[src/rtl/mips_fetch_pkg.sv]
// Shared definitions for the MIPS IF stage: FSM encoding, the NOP word
// and the word-alignment helper used on every redirect target.
package mips_fetch_pkg;

   typedef enum logic [1:0] {
      IDLE  = 2'd0,
      FETCH = 2'd1,
      HOLD  = 2'd2,
      DRAIN = 2'd3
   } fetch_state_t;

   // sll $0,$0,0
   localparam logic [31:0] NOP_INSTR_WORD  = 32'h0000_0000;
   localparam logic [31:0] WORD_ALIGN_MASK = 32'hFFFF_FFFC;

   function automatic logic [31:0] word_align(input logic [31:0] addr);
      return addr & WORD_ALIGN_MASK;
   endfunction

endpackage

[src/rtl/fetch_skid_buffer.sv]
// One-entry holding register for an instruction that returned from memory
// while the IF output slot was full and stalled.
module fetch_skid_buffer (
   input  logic        i_clk,
   input  logic        i_rst_n,
   input  logic        i_load,
   input  logic        i_pop,
   input  logic        i_squash,
   input  logic [31:0] i_instr,
   input  logic [31:0] i_pc_add,
   output logic        o_valid,
   output logic [31:0] o_instr,
   output logic [31:0] o_pc_add
);

   logic        r_valid;
   logic [31:0] r_instr;
   logic [31:0] r_pc_add;

   always_ff @(posedge i_clk) begin
      if (!i_rst_n) begin
         r_valid  <= 1'b0;
         r_instr  <= '0;
         r_pc_add <= '0;
      end else begin
         // squash wins over a same-cycle load: wrong-path data never survives
         if (i_squash || i_pop) begin
            r_valid <= 1'b0;
         end else if (i_load) begin
            r_valid <= 1'b1;
         end
         if (i_load && !i_squash) begin
            r_instr  <= i_instr;
            r_pc_add <= i_pc_add;
         end
      end
   end

   assign o_valid  = r_valid;
   assign o_instr  = r_instr;
   assign o_pc_add = r_pc_add;

endmodule

[src/rtl/instruction_fetch_unit.sv]
// MIPS IF stage: owns the PC, fetches over a req/ready handshake to a
// variable-latency instruction memory and feeds one slot to IF/ID.
module instruction_fetch_unit
   import mips_fetch_pkg::*;
#(
   parameter logic [31:0] RESET_PC  = 32'h0000_0000,
   parameter logic [31:0] NOP_INSTR = NOP_INSTR_WORD
) (
   input  logic        Clk,
   input  logic        Reset,
   input  logic        Stall,
   input  logic        PCSrc,
   input  logic [31:0] BranchTarget,
   input  logic        Jump,
   input  logic [31:0] JumpTarget,
   output logic        imem_req,
   output logic [31:0] imem_addr,
   input  logic        imem_ready,
   input  logic [31:0] imem_rdata,
   output logic        IF_Valid,
   output logic [31:0] IF_PCAddResult,
   output logic [31:0] IF_Instruction,
   output logic        Misalign
);

   fetch_state_t r_state;
   fetch_state_t w_state_next;

   // r_addr is both the PC and the address on the bus; during DRAIN it keeps
   // the abandoned address while r_target holds where to go next.
   logic [31:0] r_addr;
   logic [31:0] w_addr_next;
   logic [31:0] r_target;
   logic [31:0] w_target_next;
   logic        r_imem_req;
   logic        w_imem_req_next;
   logic        r_slot_valid;
   logic        w_slot_valid_next;
   logic [31:0] r_slot_instr;
   logic [31:0] w_slot_instr_next;
   logic [31:0] r_slot_pc_add;
   logic [31:0] w_slot_pc_add_next;
   logic        r_misalign;
   logic        w_misalign_next;

   logic        w_skid_load;
   logic        w_skid_pop;
   logic        w_skid_squash;
   logic        w_skid_valid;
   logic [31:0] w_skid_instr;
   logic [31:0] w_skid_pc_add;

   logic        w_redirect;
   logic [31:0] w_target;
   logic [31:0] w_addr_inc;

   // Branch resolves in MEM, so it is older than a jump from ID and wins.
   assign w_redirect = PCSrc | Jump;
   assign w_target   = PCSrc ? BranchTarget : JumpTarget;
   assign w_addr_inc = r_addr + 32'd4;

   always_ff @(posedge Clk) begin
      if (!Reset) begin
         r_state <= IDLE;
      end else begin
         r_state <= w_state_next;
      end
   end

   always_comb begin
      w_state_next       = r_state;
      w_addr_next        = r_addr;
      w_target_next      = r_target;
      w_slot_valid_next  = r_slot_valid;
      w_slot_instr_next  = r_slot_instr;
      w_slot_pc_add_next = r_slot_pc_add;
      w_misalign_next    = r_misalign | (w_redirect & (|w_target[1:0]));
      w_skid_load        = 1'b0;
      w_skid_pop         = 1'b0;
      w_skid_squash      = 1'b0;

      if (w_redirect) begin
         w_slot_valid_next = 1'b0;
         w_skid_squash     = 1'b1;
         if (r_imem_req && !imem_ready) begin
            w_state_next  = DRAIN;
            w_target_next = word_align(w_target);
         end else begin
            w_state_next = FETCH;
            w_addr_next  = word_align(w_target);
         end
      end else begin
         case (r_state)
            IDLE: begin
               w_state_next = FETCH;
            end
            FETCH: begin
               if (imem_ready) begin
                  w_addr_next = w_addr_inc;
                  if (!r_slot_valid || !Stall) begin
                     w_slot_valid_next  = 1'b1;
                     w_slot_instr_next  = imem_rdata;
                     w_slot_pc_add_next = w_addr_inc;
                  end else begin
                     w_skid_load  = 1'b1;
                     w_state_next = HOLD;
                  end
               end else if (!Stall) begin
                  // IF/ID took the slot and nothing replaces it this cycle
                  w_slot_valid_next = 1'b0;
               end
            end
            HOLD: begin
               if (!Stall) begin
                  w_slot_valid_next  = w_skid_valid;
                  w_slot_instr_next  = w_skid_instr;
                  w_slot_pc_add_next = w_skid_pc_add;
                  w_skid_pop         = 1'b1;
                  w_state_next       = FETCH;
               end
            end
            DRAIN: begin
               if (imem_ready) begin
                  w_state_next = FETCH;
                  w_addr_next  = r_target;
               end
            end
         endcase
      end

      w_imem_req_next = (w_state_next == FETCH) || (w_state_next == DRAIN);
   end

   always_ff @(posedge Clk) begin
      if (!Reset) begin
         r_addr        <= RESET_PC;
         r_target      <= RESET_PC;
         r_imem_req    <= 1'b0;
         r_slot_valid  <= 1'b0;
         r_slot_instr  <= NOP_INSTR;
         r_slot_pc_add <= '0;
         r_misalign    <= 1'b0;
      end else begin
         r_addr        <= w_addr_next;
         r_target      <= w_target_next;
         r_imem_req    <= w_imem_req_next;
         r_slot_valid  <= w_slot_valid_next;
         r_slot_instr  <= w_slot_instr_next;
         r_slot_pc_add <= w_slot_pc_add_next;
         r_misalign    <= w_misalign_next;
      end
   end

   fetch_skid_buffer u_skid (
      .i_clk    (Clk),
      .i_rst_n  (Reset),
      .i_load   (w_skid_load),
      .i_pop    (w_skid_pop),
      .i_squash (w_skid_squash),
      .i_instr  (imem_rdata),
      .i_pc_add (w_addr_inc),
      .o_valid  (w_skid_valid),
      .o_instr  (w_skid_instr),
      .o_pc_add (w_skid_pc_add)
   );

   assign imem_req       = r_imem_req;
   assign imem_addr      = r_addr;
   assign IF_Valid       = r_slot_valid;
   assign IF_PCAddResult = r_slot_pc_add;
   assign IF_Instruction = r_slot_valid ? r_slot_instr : NOP_INSTR;
   assign Misalign       = r_misalign;

endmodule

[config.mk]
export PLATFORM = sky130hd
export DESIGN_NAME = instruction_fetch_unit
export DESIGN_NICKNAME = d
export VERILOG_FILES = /design/src/rtl/mips_fetch_pkg.sv /design/src/rtl/fetch_skid_buffer.sv /design/src/rtl/instruction_fetch_unit.sv
export SDC_FILE = /design/constraint.sdc
export NUM_CORES = 1
export LEC_CHECK = 0
export ABC_CLOCK_PERIOD_IN_PS = 2700
export CAP_MARGIN = 15
export CORE_MARGIN = 2
export CORE_UTILIZATION = 52
export CTS_CLUSTER_SIZE = 14
export DETAILED_ROUTE_END_ITERATION = 10
export PLACE_DENSITY = 0.81
export SYNTH_ARGS = -nofsm -noshare
export SYNTH_HDL_FRONTEND = slang
export SYNTH_SLANG_ARGS = --single-unit
export TNS_END_PERCENT = 5
[constraint.sdc]
create_clock -name Clk -period 2.7 [get_ports Clk]
set_clock_uncertainty 0.05 [all_clocks]
set_input_delay 0.27 -clock Clk [delete_from_list [all_inputs] [get_ports Clk]]
set_output_delay 0.27 -clock Clk [all_outputs]
set_load 0.05 [all_outputs]
* Word level (Yosys, flattened, before mapping)
Index checks and enable logic that the tools add are counted.
Storage, ports and cells: flip-flop bits (word level) 196, input bits 102, output and inout port bits 99
Operators by class: equality and inequality tests 13, bitwise gates (word level) 5, add/subtract/negate cells 1, reduce and logical (&&, ||, !) cells 19, muxes and demuxes 35
Operator list (number):
- 32-bit 2-to-1 mux | 12
- 32-bit one-hot mux with 2 select lines | 3
- 32-bit by 3-bit adder with 32-bit output, second input constant | 1
- 1-bit 2-to-1 mux | 12
- 2-bit 2-to-1 mux | 6
- 3-bit != test, second input constant | 4
- 2-bit != test, second input constant | 4
- 2-bit one-hot mux with 4 select lines | 1
- 4-bit AND reduction | 2
- 2-bit == test, second input constant | 3
- 2-bit OR reduction | 3
- 5-bit AND reduction | 1
- 2-bit by 1-bit == test with 1-bit output, second input constant | 2
- 1-bit zero test | 4
- 1-bit logical OR | 3
- 3-bit nonzero test | 1
- 1-bit logical AND | 2
- 2-bit zero test | 1
- 1-bit NOT | 2
- 1-bit OR | 2
- 1-bit one-hot mux with 2 select lines | 1
- 2-bit AND reduction | 1
- 2-bit nonzero test | 1
- 1-bit bitwise AND | 1

* Logic depth before layout (Yosys ltp)
Gate-level depths: netlist (run 1).
word-level depth 8, depth in mapped cells 9

* Modules after synthesis
A second synthesis (run 1) with hierarchy kept.
Unflattened totals: cell total of the unflattened synthesis 1217, area, all modules 10108.4 um^2
By module, submodules not included:
- instruction_fetch_unit | area each 7445.9 um^2, times used 1, seq. area each 2562.5 um^2, cells each 936
- fetch_skid_buffer | area each 2662.6 um^2, times used 1, seq. area each 1301.2 um^2, cells each 281

* Worst setup path after synthesis (run 1)
OpenSTA, ideal clock, no wires.
kind register to register, start register r_addr[2], in the netlist imem_addr[2], end register r_addr[30], in the netlist imem_addr[30], slack 0.243 ns, arrival time 2.331 ns, cell stages (with the launch flop) 7, setup time 0.077 ns, required time 2.573 ns, path through dfxtp_1 ha_1 nand3_4 nor3_4 nand3_2 or4_4 a41oi_2
On the way: word-level cells in the longest chain between the ends 4
RTL lines:
- start, declared | RTL line instruction_fetch_unit.sv:31 | logic [31:0] r_addr;
- start signal, assigned | RTL line instruction_fetch_unit.sv:144 | r_addr <= w_addr_next;
- 32-bit by 3-bit adder with 32-bit output | RTL line instruction_fetch_unit.sv:60 | assign w_addr_inc = r_addr + 32'd4;
- 32-bit 2-to-1 mux | RTL line instruction_fetch_unit.sv:98 | if (imem_ready) begin
- 32-bit one-hot mux with 2 select lines | RTL line instruction_fetch_unit.sv:93 | case (r_state)
- 32-bit 2-to-1 mux | RTL line instruction_fetch_unit.sv:82 | if (w_redirect) begin
No other way between the ends. The select of a mux whose other input is x is not followed. A chain may end at the register's enable or synchronous reset.

* Final worst setup path (run 1)
start register r_slot_valid, in the netlist IF_Valid, end output port IF_Instruction[31]
On the way: word-level cells in the longest chain between the ends 1
RTL lines:
- start, declared | RTL line instruction_fetch_unit.sv:37 | logic r_slot_valid;
- start signal, assigned | RTL line instruction_fetch_unit.sv:147 | r_slot_valid <= w_slot_valid_next;
- 32-bit 2-to-1 mux | RTL line instruction_fetch_unit.sv:171 | assign IF_Instruction = r_slot_valid ? r_slot_instr : NOP_INSTR;
- end, declared | RTL line instruction_fetch_unit.sv:22 | output logic [31:0] IF_Instruction,
No other way between the ends.

==> run_results.csv, run 1 <==
group,metric,value,unit
status,status,"finished, final reports clean",
clock_tree,cts.repair.resized,0,
synthesis,yosys_warnings,0,
hold_path,hold_path_class,"in2reg",
clock_tree,clock_path_buffers,2,
critical_path,startpoint_type,"register",
cells_and_area,nFillCells,1444,
sta,min_period,2530,ps
synthesis,ys.flop_type,"dfxtp_1",
critical_path,critPathSlowestCell,"clkdlybuf4s50_1",
flow_run,cap_viol_max_count,0,
placed_design,place_hpwl,18.5,mm
power_and_ir_drop,switching_share,0.304,
synthesis,syn_area,9470,um2
synthesis,synthCells,1164,
floorplanning,row_count,49,
cells_and_area,multi_input_comb_area,5270,um2
power_and_ir_drop,pwr-share-comb,0.166,
cells_and_area,regArea,3780,um2
clock_tree,cts.clk_slew.worst_paths,80,ps
critical_path,cp-end-kind,"primary output",
sta,slew_headroom,0.559,
global_routing,overflow,0,
floorplanning,dieArea,19300,um2
cells_and_area,num_antenna_cells,0,
placed_design,globalplace.congestion,0.871,
floorplanning,core,17900,um2
sta,final-hold-violation-count,0,
critical_path,cp.arrival,2210,ps
clock_tree,clk_latency,450,ps
placed_design,dp_cells,1528,
sta,fin_crit_sh,0.937,
cells_and_area,drive_gt1_frac,0.0774,
power_and_ir_drop,p_per_area,547,nW/um2
critical_path,crit_buf_inv,2,
critical_path,cp_top_family,"buffers and inverters",
sta,hold_ws,323,ps
drt,drcViolationCount,0,
clock_tree,h-tree-depth,4,
floorplanning,io_pins,201,
synthesis,synth_cell_types,67,
synthesis,synth_seq_cells,189,
sta,grt_setup_unrepaired,"no",
critical_path,path_cells,"buf_4 -> and2_1 -> clkdlybuf4s50_1",
drt,wl_per_cell,17.1,um
clock_tree,numCtsBuffers,17,
clock_tree,tritoncts,"yes",
power_and_ir_drop,power.share.sequential,0.448,
power_and_ir_drop,clock_power_share,0.386,
power_and_ir_drop,cellLeakagePower,0.00426,uW
power_and_ir_drop,vdd_drop_max,494,uV
sta,setup_tns,0,ps
drt,drtIter0Drc,883,
critical_path,cp.required,2380,ps
clock_tree,cts_sinks,189,
floorplanning,die_width,139,um
drt,vias,9256,
sta,timing.fmax,395,MHz
clock_tree,ctsHoldBuffers,0,
critical_path,cp_slowest_stage_delay,820,ps
drt,totalWireLength,26.6,mm
critical_path,setup.worst_path.class,"reg2out",
power_and_ir_drop,finalPower,6740,uW
drt,vias_per_cell,5.93,
power_and_ir_drop,internal_power,4690,uW
sta,slew_viol_final,0,
synthesis,synthArstFlopShare,0,
drt,drt_pre_antenna_iters,5,
critical_path,crit_fanout,33,
cells_and_area,fin_nets,1425,
sta,worst_pin_slew,662,ps
synthesis,syn_area_per_cell,8.14,um2
power_and_ir_drop,net-switching-power,2050,uW
sta,setup_viol,0,
clock_tree,cts_setup_buffers,0,
synthesis,seq_area_frac_synth,0.399,
global_routing,grt_first_pass_wirelength,42.9,mm
cells_and_area,layout.cells.non_filler,1560,
placed_design,portBuffers,196,
global_routing,antenna_found_initial,0,
cells_and_area,area_growth,30.0,%
global_routing,grt.total_usage,0.270,
drt,postRouteAntennaNets,0,
synthesis,synth-edff-count,0,
floorplanning,dieHeight,139,um
global_routing,first_global_vias,8146,
clock_tree,cts-root-buf,"clkbuf_16",
floorplanning,start_util,0.529,
global_routing,grt_max_degree,65,
==> cell usage after synthesis (7+ instances only) <==
cell type / count / area, um2
o21a_1: 7 / 52.6
mux2i_1: 56 / 561
nand2_1: 127 / 477
nand4_1: 8 / 50.1
xor2_1: 12 / 105
and3_1: 7 / 43.8
nor2_1: 129 / 484
buf_1: 11 / 41.3
inv_1: 7 / 26.3
a211oi_1: 76 / 571
nand3b_1: 9 / 67.6
nand3_1: 37 / 185
dfxtp_1: 189 / 3780
clkbuf_1: 76 / 285
buf_2: 11 / 55.1
o311ai_0: 7 / 61.3
a311oi_1: 8 / 70.1
a21oi_1: 100 / 500
o22ai_1: 8 / 50.1
o21ai_0: 61 / 305
xnor2_1: 7 / 61.3
and2_1: 36 / 225
and3b_1: 8 / 70.1
nor4_1: 9 / 56.3
a221oi_1: 7 / 61.3
nor3_1: 34 / 170
nand2b_1: 19 / 119
==> worst paths after layout <==
kind	from	slack (ps)	endpoint	cells after the start
max	IF_Valid	170	IF_Instruction[31]	3
min	Reset	320	imem_addr[31]	3
max reg2reg	imem_addr[13]	410	imem_addr[29]	6
min reg2reg	IF_PCAddResult[21]	400	IF_PCAddResult[21]	2
==> layout by cell type (no fill, tap or decap), drive strengths merged, types with 12 or more instances in the layout <==
cell	instances
buf	42
dfxtp	189
nand4	12
clkbuf	17
and2	37
a21oi	100
nor2	129
nor3	36
inv	17
mux2i	56
clkdlybuf4s50	194
o21ai	61
a211oi	76
xor2	12
nand2b	19
nand2	127
nand3	40
==> stage by stage <==
stage | setup slack, ps | area (um2) | util
after CTS | 171 | 12300 | 0.688
after global placement | 332 | 11700 | 0.654
after floorplan | 243 | 9490 | -
after detailed placement | 204 | 11700 | 0.654
after global routing | 82.8 | 12300 | 0.688
final | 170 | 12300 | 0.688
==> registers in the layout, summed over array words and instances, names as in the netlist <==
signal / count
Misalign: 1
u_skid.o_valid: 1
IF_PCAddResult: 30
u_skid.o_pc_add: 30
r_state: 1
r_target: 30
r_slot_instr: 32
imem_req: 1
u_skid.o_instr: 32
IF_Valid: 1
imem_addr: 30
==> worst min-delay path, delay by kind of cell <==
family / cells / cell delay [ps]
and+or+nand+nor: 1 / 150
AOI/OAI and AO/OA: 1 / 50
buffers and inverters: 1 / 300
==> kinds of logic (layout without fill, tap and decap cells) <==
logic type,count (synthesis),after routing,synth area share
AO/OA/AOI/OAI,329,329,0.225
XOR/XNOR,19,19,0.0176
adder cells (fa/ha/maj),5,5,0.00660
buffers and inverters,113,277,0.0494
flip-flops,189,189,0.399
multiplexers,56,56,0.0592
other,1,4,0.000396
AND/OR/NAND/NOR,452,452,0.242
==> power by group through the flow <==
| stage | combinational [uW] | sequential [uW] | clock [uW] |
|---|---|---|---|
| floorplan | 491 | 3230 | 0 |
| global placement | 1090 | 3080 | 0 |
| detailed placement | 1100 | 3080 | 0 |
| CTS | 1110 | 3020 | 2610 |
| global route | 1200 | 3040 | 2720 |
| finish | 1120 | 3020 | 2600 |
==> cell type report <==
class | instances | area share
Tap cell | 229 | 0.0233
Clock inverter | 15 | 0.0152
Clock buffer | 17 | 0.0345
Timing Repair Buffer | 236 | 0.189
Inverter | 9 | 0.00295
Multi-Input combinational cell | 865 | 0.428
Sequential cell | 189 | 0.307
==> layer usage <==
metal / part of all wire / up-vias / wire (um) / GRT usage
met4: 0.015 / 0 / 407 / 0.0771
met1: 0.45 / 4331 / 12000 / 0.390
met2: 0.46 / 397 / 12100 / 0.411
met3: 0.078 / 34 / 2070 / 0.0535
met5: 0 / - / 0 / 0
li1: - / 4494 / - / -
(Power assumes the default switching activity.)
==> inputs of run 2 (changes only) <==
==> constraint.sdc (replaced) <==
create_clock -name Clk -period 2.7 [get_ports Clk]
set_clock_uncertainty 0.05 [all_clocks]
set_input_delay 0.405 -clock Clk [delete_from_list [all_inputs] [get_ports Clk]]
set_output_delay 0.405 -clock Clk [all_outputs]
set_load 0.05 [all_outputs]
==> run 2 against run 1 <==
Effect of this change: worst hold slack worse by 22 ps; fmax up 1.2%; flip-flop and latch count unchanged; worst setup slack better by 31 ps; first-iteration DRC count down 5.9%; sequential share of layout area up 0.23 points; critical path type is now reg2reg; highest routed layer unchanged.
==> run_results.csv, run 2 (synthesis results as in run 1) <==
group,metric,value,unit
floorplanning,start_util,0.529,
critical_path,regToRegEndpoint,"IF_PCAddResult[27]",
sta,slew_viol_final,0,
hold_path,min_path_cells,3,
critical_path,crit_buf_inv,3,
critical_path,cp.required,2960,ps
hold_path,hold_start,"PCSrc",
floorplanning,dieHeight,139,um
floorplanning,io_pins,201,
critical_path,cp_top_family,"buffers and inverters",
drt,drtIter0Drc,831,
clock_tree,numCtsBuffers,17,
status,status,"finished, final reports clean",
clock_tree,clk_latency,450,ps
cells_and_area,drive_gt1_frac,0.101,
flow_run,cap_viol_max_count,0,
critical_path,r2r_cells,6,
clock_tree,cts-root-buf,"clkbuf_16",
power_and_ir_drop,switching_share,0.305,
cells_and_area,num_antenna_cells,0,
power_and_ir_drop,cellLeakagePower,0.00431,uW
critical_path,cp-end-kind,"register",
sta,setup_tns,0,ps
floorplanning,row_count,49,
placed_design,placed_area,11600,um2
global_routing,overflow,0,
sta,worst_pin_slew,605,ps
drt,postRouteAntennaNets,0,
sta,final-hold-violation-count,0,
placed_design,portBuffers,196,
sta,timing.fmax,400,MHz
sta,slew_headroom,0.591,
sta,min_period,2500,ps
cells_and_area,final_common_cell,"dfxtp_1",
critical_path,crit_fanout,73,
floorplanning,core,17900,um2
clock_tree,tritoncts,"yes",
drt,vias_per_cell,5.92,
power_and_ir_drop,p_per_area,542,nW/um2
drt,wl_per_cell,17.1,um
clock_tree,cts_sinks,189,
cells_and_area,layout_common_cells,"dfxtp_1 (189), clkdlybuf4s50_1 (162), nor2_1 (128)",
global_routing,antenna_found_initial,0,
cells_and_area,area_growth,29.1,%
power_and_ir_drop,vdd_drop_max,488,uV
placed_design,globalplace.congestion,0.844,
critical_path,setup.worst_path.class,"reg2reg",
clock_tree,cts.repair.resized,0,
global_routing,grt_first_pass_wirelength,43.4,mm
global_routing,grt.total_usage,0.271,
critical_path,path_cells,"inv_1 -> ha_4 -> buf_12 -> clkinv_1 -> nand3_1 -> o221ai_1",
floorplanning,dieArea,19300,um2
sta,grt_setup_unrepaired,"no",
sta,hold_ws,300,ps
global_routing,grt_max_degree,74,
cells_and_area,final_core_util,0.683,
clock_tree,clock_path_buffers,2,
power_and_ir_drop,internal_power,4610,uW
floorplanning,die_width,139,um
critical_path,cp.arrival,2760,ps
critical_path,critPathSlowestCell,"clkinv_1",
clock_tree,cts_setup_buffers,0,
power_and_ir_drop,pwr-share-comb,0.169,
critical_path,r2r-start,"imem_req",
drt,drcViolationCount,0,
critical_path,reg2reg_slack,200,ps
power_and_ir_drop,finalPower,6630,uW
power_and_ir_drop,power.share.sequential,0.456,
critical_path,startpoint_type,"register",
sta,setup_viol,0,
sta,fin_crit_sh,0.925,
global_routing,first_global_vias,8494,
power_and_ir_drop,clock_power_share,0.375,
drt,vias,9225,
clock_tree,ctsHoldBuffers,0,
drt,drt_pre_antenna_iters,5,
drt,totalWireLength,26.7,mm
critical_path,cp_slowest_stage_delay,580,ps
power_and_ir_drop,net-switching-power,2020,uW
placed_design,place_hpwl,18.7,mm
hold_path,worstHoldEndpoint,"r_target[20]",
cells_and_area,fin_nets,1424,
hold_path,hold_path_class,"in2reg",
clock_tree,h-tree-depth,4,
clock_tree,cts.clk_slew.worst_paths,80,ps
cells_and_area,final_area,12200,um2
-- run 2: cell count changes in the layout (fill, tap and decap cells not counted), sizes merged --
cell | before | now
clkinvlp | 0 | 1
buf | 42 | 73
clkbuf | 17 | 18
clkdlybuf4s50 | 194 | 162
inv | 17 | 16
bufinv | 1 | 0
-- run 2: metal layers --
layer,wire length (um),share of wire,GRT usage,up-vias
li1,-,-,-,4503
met1,12100,0.45,0.374,4332
met2,12200,0.46,0.425,347
met3,1900,0.071,0.0587,43
met4,469,0.018,0.0877,0
met5,0,0,0,-
-- run 2: worst register-to-register path, delay by kind of cell (launching register included) --
| family | cells | cell delay [ps] |
|---|---|---|
| AO/OA/AOI/OAI | 1 | 190 |
| adder cells (fa/ha/maj) | 1 | 160 |
| buffers and inverters | 3 | 1120 |
| AND/OR/NAND/NOR | 1 | 470 |
| flip-flops | 1 | 380 |
-- run 2: layout make-up --
type / count / area, um2
Fill cell: 1455 / 5670
Clock inverter: 14 / 146
Timing Repair Buffer: 235 / 2260
Sequential cell: 189 / 3780
Multi-Input combinational cell: 865 / 5270
Tap cell: 229 / 287
Inverter: 9 / 36.3
Clock buffer: 18 / 439
-- run 2: how the worst max path moves through the flow --
stage                       startpoint                  to  slack (ps)  cells past startpoint
after floorplan           imem_addr[2]       imem_addr[30]         240                      6
after global placement            Jump     r_slot_instr[7]         230                      7
after detailed placement          Jump     r_slot_instr[7]         140                      7
after CTS                     imem_req  IF_PCAddResult[27]         260                      6
after global routing          imem_req  IF_PCAddResult[27]          80                      6
final                         imem_req  IF_PCAddResult[27]         200                      6
-- run 2: power by group through the flow --
stage               clock network, uW  logic, uW  registers [uW]
floorplan                           0        491            3230
global placement                    0       1090            3080
detailed placement                  0       1110            3080
CTS                              2500       1110            3020
global route                     2620       1200            3030
finish                           2490       1120            3020
-- run 2: stage by stage --
stage                     worst slack (ps)  instances
final                                  201       1559
after global routing                  76.7       1559
after CTS                              258       1559
after detailed placement               142       1527
after global placement                 228       1527
after floorplan                        243       1167
==> inputs of run 3 (changes only) <==
- ABC_AREA: default -> 1
- ABC_CLOCK_PERIOD_IN_PS: 2700 -> 3000
- CORE_UTILIZATION: 52 -> 55
- PLACE_DENSITY: 0.81 -> 0.85
- clock period: 2.7 -> 3 ns (I/O delays scaled with it)
==> run 3 against run 2 <==
Effect of this change: via count is 6.6% higher; final cell count is 16% higher; combinational power hardly changed; critical path type is now reg2out; worst setup slack better by 140 ps; sequential power is 9.3% lower; clock power is 7% lower; critical path depth is 2 lower; flip-flop and latch count stayed put; register-to-register slack better by 500 ps; die area is 6.1% lower.
==> run_results.csv, run 3 <==
group,metric,value,unit
status,status,"finished, final reports clean",
placed_design,placed_area,11300,um2
clock_tree,clock_path_buffers,2,
sta,final-hold-violation-count,0,
clock_tree,ctsHoldBuffers,0,
drt,drcViolationCount,0,
floorplanning,start_util,0.565,
global_routing,overflow,0,
power_and_ir_drop,vdd_drop_max,398,uV
floorplanning,dieArea,18100,um2
placed_design,place_ws,360,ps
synthesis,netlist.area_leader.share,0.403,
cells_and_area,layout.cells.non_filler,1813,
drt,wl_per_cell,14.6,um
critical_path,cp.required,2500,ps
critical_path,r2r_cells,8,
drt,wl_met3,2.05,mm
clock_tree,clk_latency,440,ps
hold_path,min_path_cells,2,
critical_path,cp.arrival,2160,ps
clock_tree,cts.clk_slew.worst_paths,70,ps
critical_path,r2r-start,"imem_req",
synthesis,synth.area.mux_share,0.00107,
critical_path,setup.worst_path.class,"reg2out",
critical_path,startpoint_type,"register",
cells_and_area,layout_common_cells,"nand2_1 (394), clkdlybuf4s50_1 (195), dfxtp_1 (189)",
power_and_ir_drop,p_per_area,518,nW/um2
hold_path,worstHoldEndpoint,"u_skid.o_valid",
synthesis,synthAdderAreaFrac,0.00666,
drt,m1WireLength,11.4,mm
synthesis,yosysMostFrequentCell,"nand2_1",
global_routing,grt_max_degree,136,
sta,worst_pin_slew,971,ps
synthesis,synth-edff-count,0,
clock_tree,cts_setup_buffers,0,
cells_and_area,final_area,11900,um2
drt,drtIter0Drc,898,
placed_design,place_hpwl,17.7,mm
sta,fin_crit_sh,0.886,
sta,timing.fmax,376,MHz
placed_design,globalplace.congestion,0.921,
placed_design,dp_cells,1781,
synthesis,synth_seq_cells,189,
drt,highest_layer,"met4",
drt,vias_per_cell,5.42,
synthesis,yosys.area_share.simple,0.255,
global_routing,first_global_vias,8856,
drt,drt_pre_antenna_iters,5,
synthesis,yosys_warnings,0,
synthesis,synthArstFlopShare,0,
hold_path,hold_start,"u_skid.o_valid",
sta,slew_headroom,0.352,
cells_and_area,fin_nets,1687,
sta,setup_slack,341,ps
floorplanning,io_pins,201,
cells_and_area,final_common_cell,"nand2_1",
drt,postRouteAntennaNets,0,
critical_path,crit_fanout,33,
critical_path,reg2reg_slack,700,ps
synthesis,synth_compound_area_frac,0.217,
floorplanning,core,16600,um2
cells_and_area,area_growth,27.0,%
synthesis,synthCells,1446,
clock_tree,cts-root-buf,"clkbuf_16",
placed_design,portBuffers,196,
global_routing,antenna_found_initial,0,
synthesis,ys.flop_type,"dfxtp_1",
critical_path,regToRegEndpoint,"u_skid.o_instr[25]",
synthesis,synth_cell_types,35,
clock_tree,tritoncts,"yes",
sta,min_period,2660,ps
sta,slew_viol_final,0,
drt,vias,9832,
sta,setup_tns,0,ps
synthesis,ys_top_cells_by_count,"nand2_1 (394), dfxtp_1 (189), o21ai_0 (173)",
synthesis,syn_area,9400,um2
flow_run,cap_viol_max_count,0,
power_and_ir_drop,finalPower,6180,uW
floorplanning,dieHeight,135,um
synthesis,synth_top_family_by_area,"simple AND/OR/NAND/NOR gates",
synthesis,synth_top_cell_by_area,"dfxtp_1",
global_routing,grt.total_usage,0.291,
floorplanning,row_count,47,
sta,grt_setup_unrepaired,"no",
synthesis,seq_area_frac_synth,0.403,
clock_tree,h-tree-depth,4,
power_and_ir_drop,cellLeakagePower,0.00537,uW
drt,totalWireLength,26.5,mm
synthesis,syn_area_per_cell,6.50,um2
cells_and_area,num_antenna_cells,0,
hold_path,hold_path_class,"reg2reg",
clock_tree,cts_sinks,189,
sta,setup_viol,0,
cells_and_area,drive_gt1_frac,0.0446,
floorplanning,die_width,135,um
clock_tree,numCtsBuffers,17,
global_routing,grt_first_pass_wirelength,43.2,mm
synthesis,synth-xor-area-share,0.00839,
synthesis,synth.area.top_cells,"dfxtp_1 (40%), nand2_1 (16%), o21ai_0 (9.2%)",
clock_tree,cts.repair.resized,0,
critical_path,cp-end-kind,"primary output",
drt,route.met2.wl,12.4,mm
run 3: kinds of logic after synthesis:
| kind of cell | after synthesis |
|---|---|
| simple gates | 605 |
| flops | 189 |
| compound gates | 392 |
| fa+ha+maj | 5 |
| other cells | 1 |
| mux | 1 |
| xor+xnor | 9 |
| buf+inv | 244 |
run 3: worst max path at each step:
stage               slack, ps                  end     start
floorplan                 840   IF_PCAddResult[15]  imem_req
global placement          420  u_skid.o_pc_add[21]     PCSrc
detailed placement        360         r_target[17]     PCSrc
CTS                       330   IF_Instruction[19]  IF_Valid
global route              210   IF_Instruction[13]  IF_Valid
finish                    340   IF_Instruction[19]  IF_Valid
run 3: metrics by stage:
step,utilization,hold WS [ps]
5_1_grt,0.717,420
3_3_place_gp,0.681,385
3_5_place_dp,0.681,394
6_report,0.717,403
2_1_floorplan,-,374
4_1_cts,0.717,388
run 3: cell type report:
class	instances	area, um2
clock buffers	17	425
clock inverters	15	180
fillers	1436	4710
inverters	145	544
multi-input cells	1016	4620
flip-flops and latches	189	3780
well taps	220	275
repair buffers	211	2110
run 3: worst max-delay path, cell delays in order, from the launching register on:
cell and delay (ps):
dfxtp_1 390, buf_4 350, nand2_1 100, inv_1 70
clkdlybuf4s50_1 790
run 3: where the power goes:
| part | switching (uW) | internal [uW] |
|---|---|---|
| Sequential | 115 | 2630 |
| Combinational | 712 | 407 |
| Clock | 1060 | 1260 |
run 3: routing by layer:
layer | global-route usage | vias up
met3 | 0.0462 | 56
met4 | 0.0982 | 0
met2 | 0.481 | 417
li1 | - | 4895
met1 | 0.390 | 4464
met5 | 0 | -
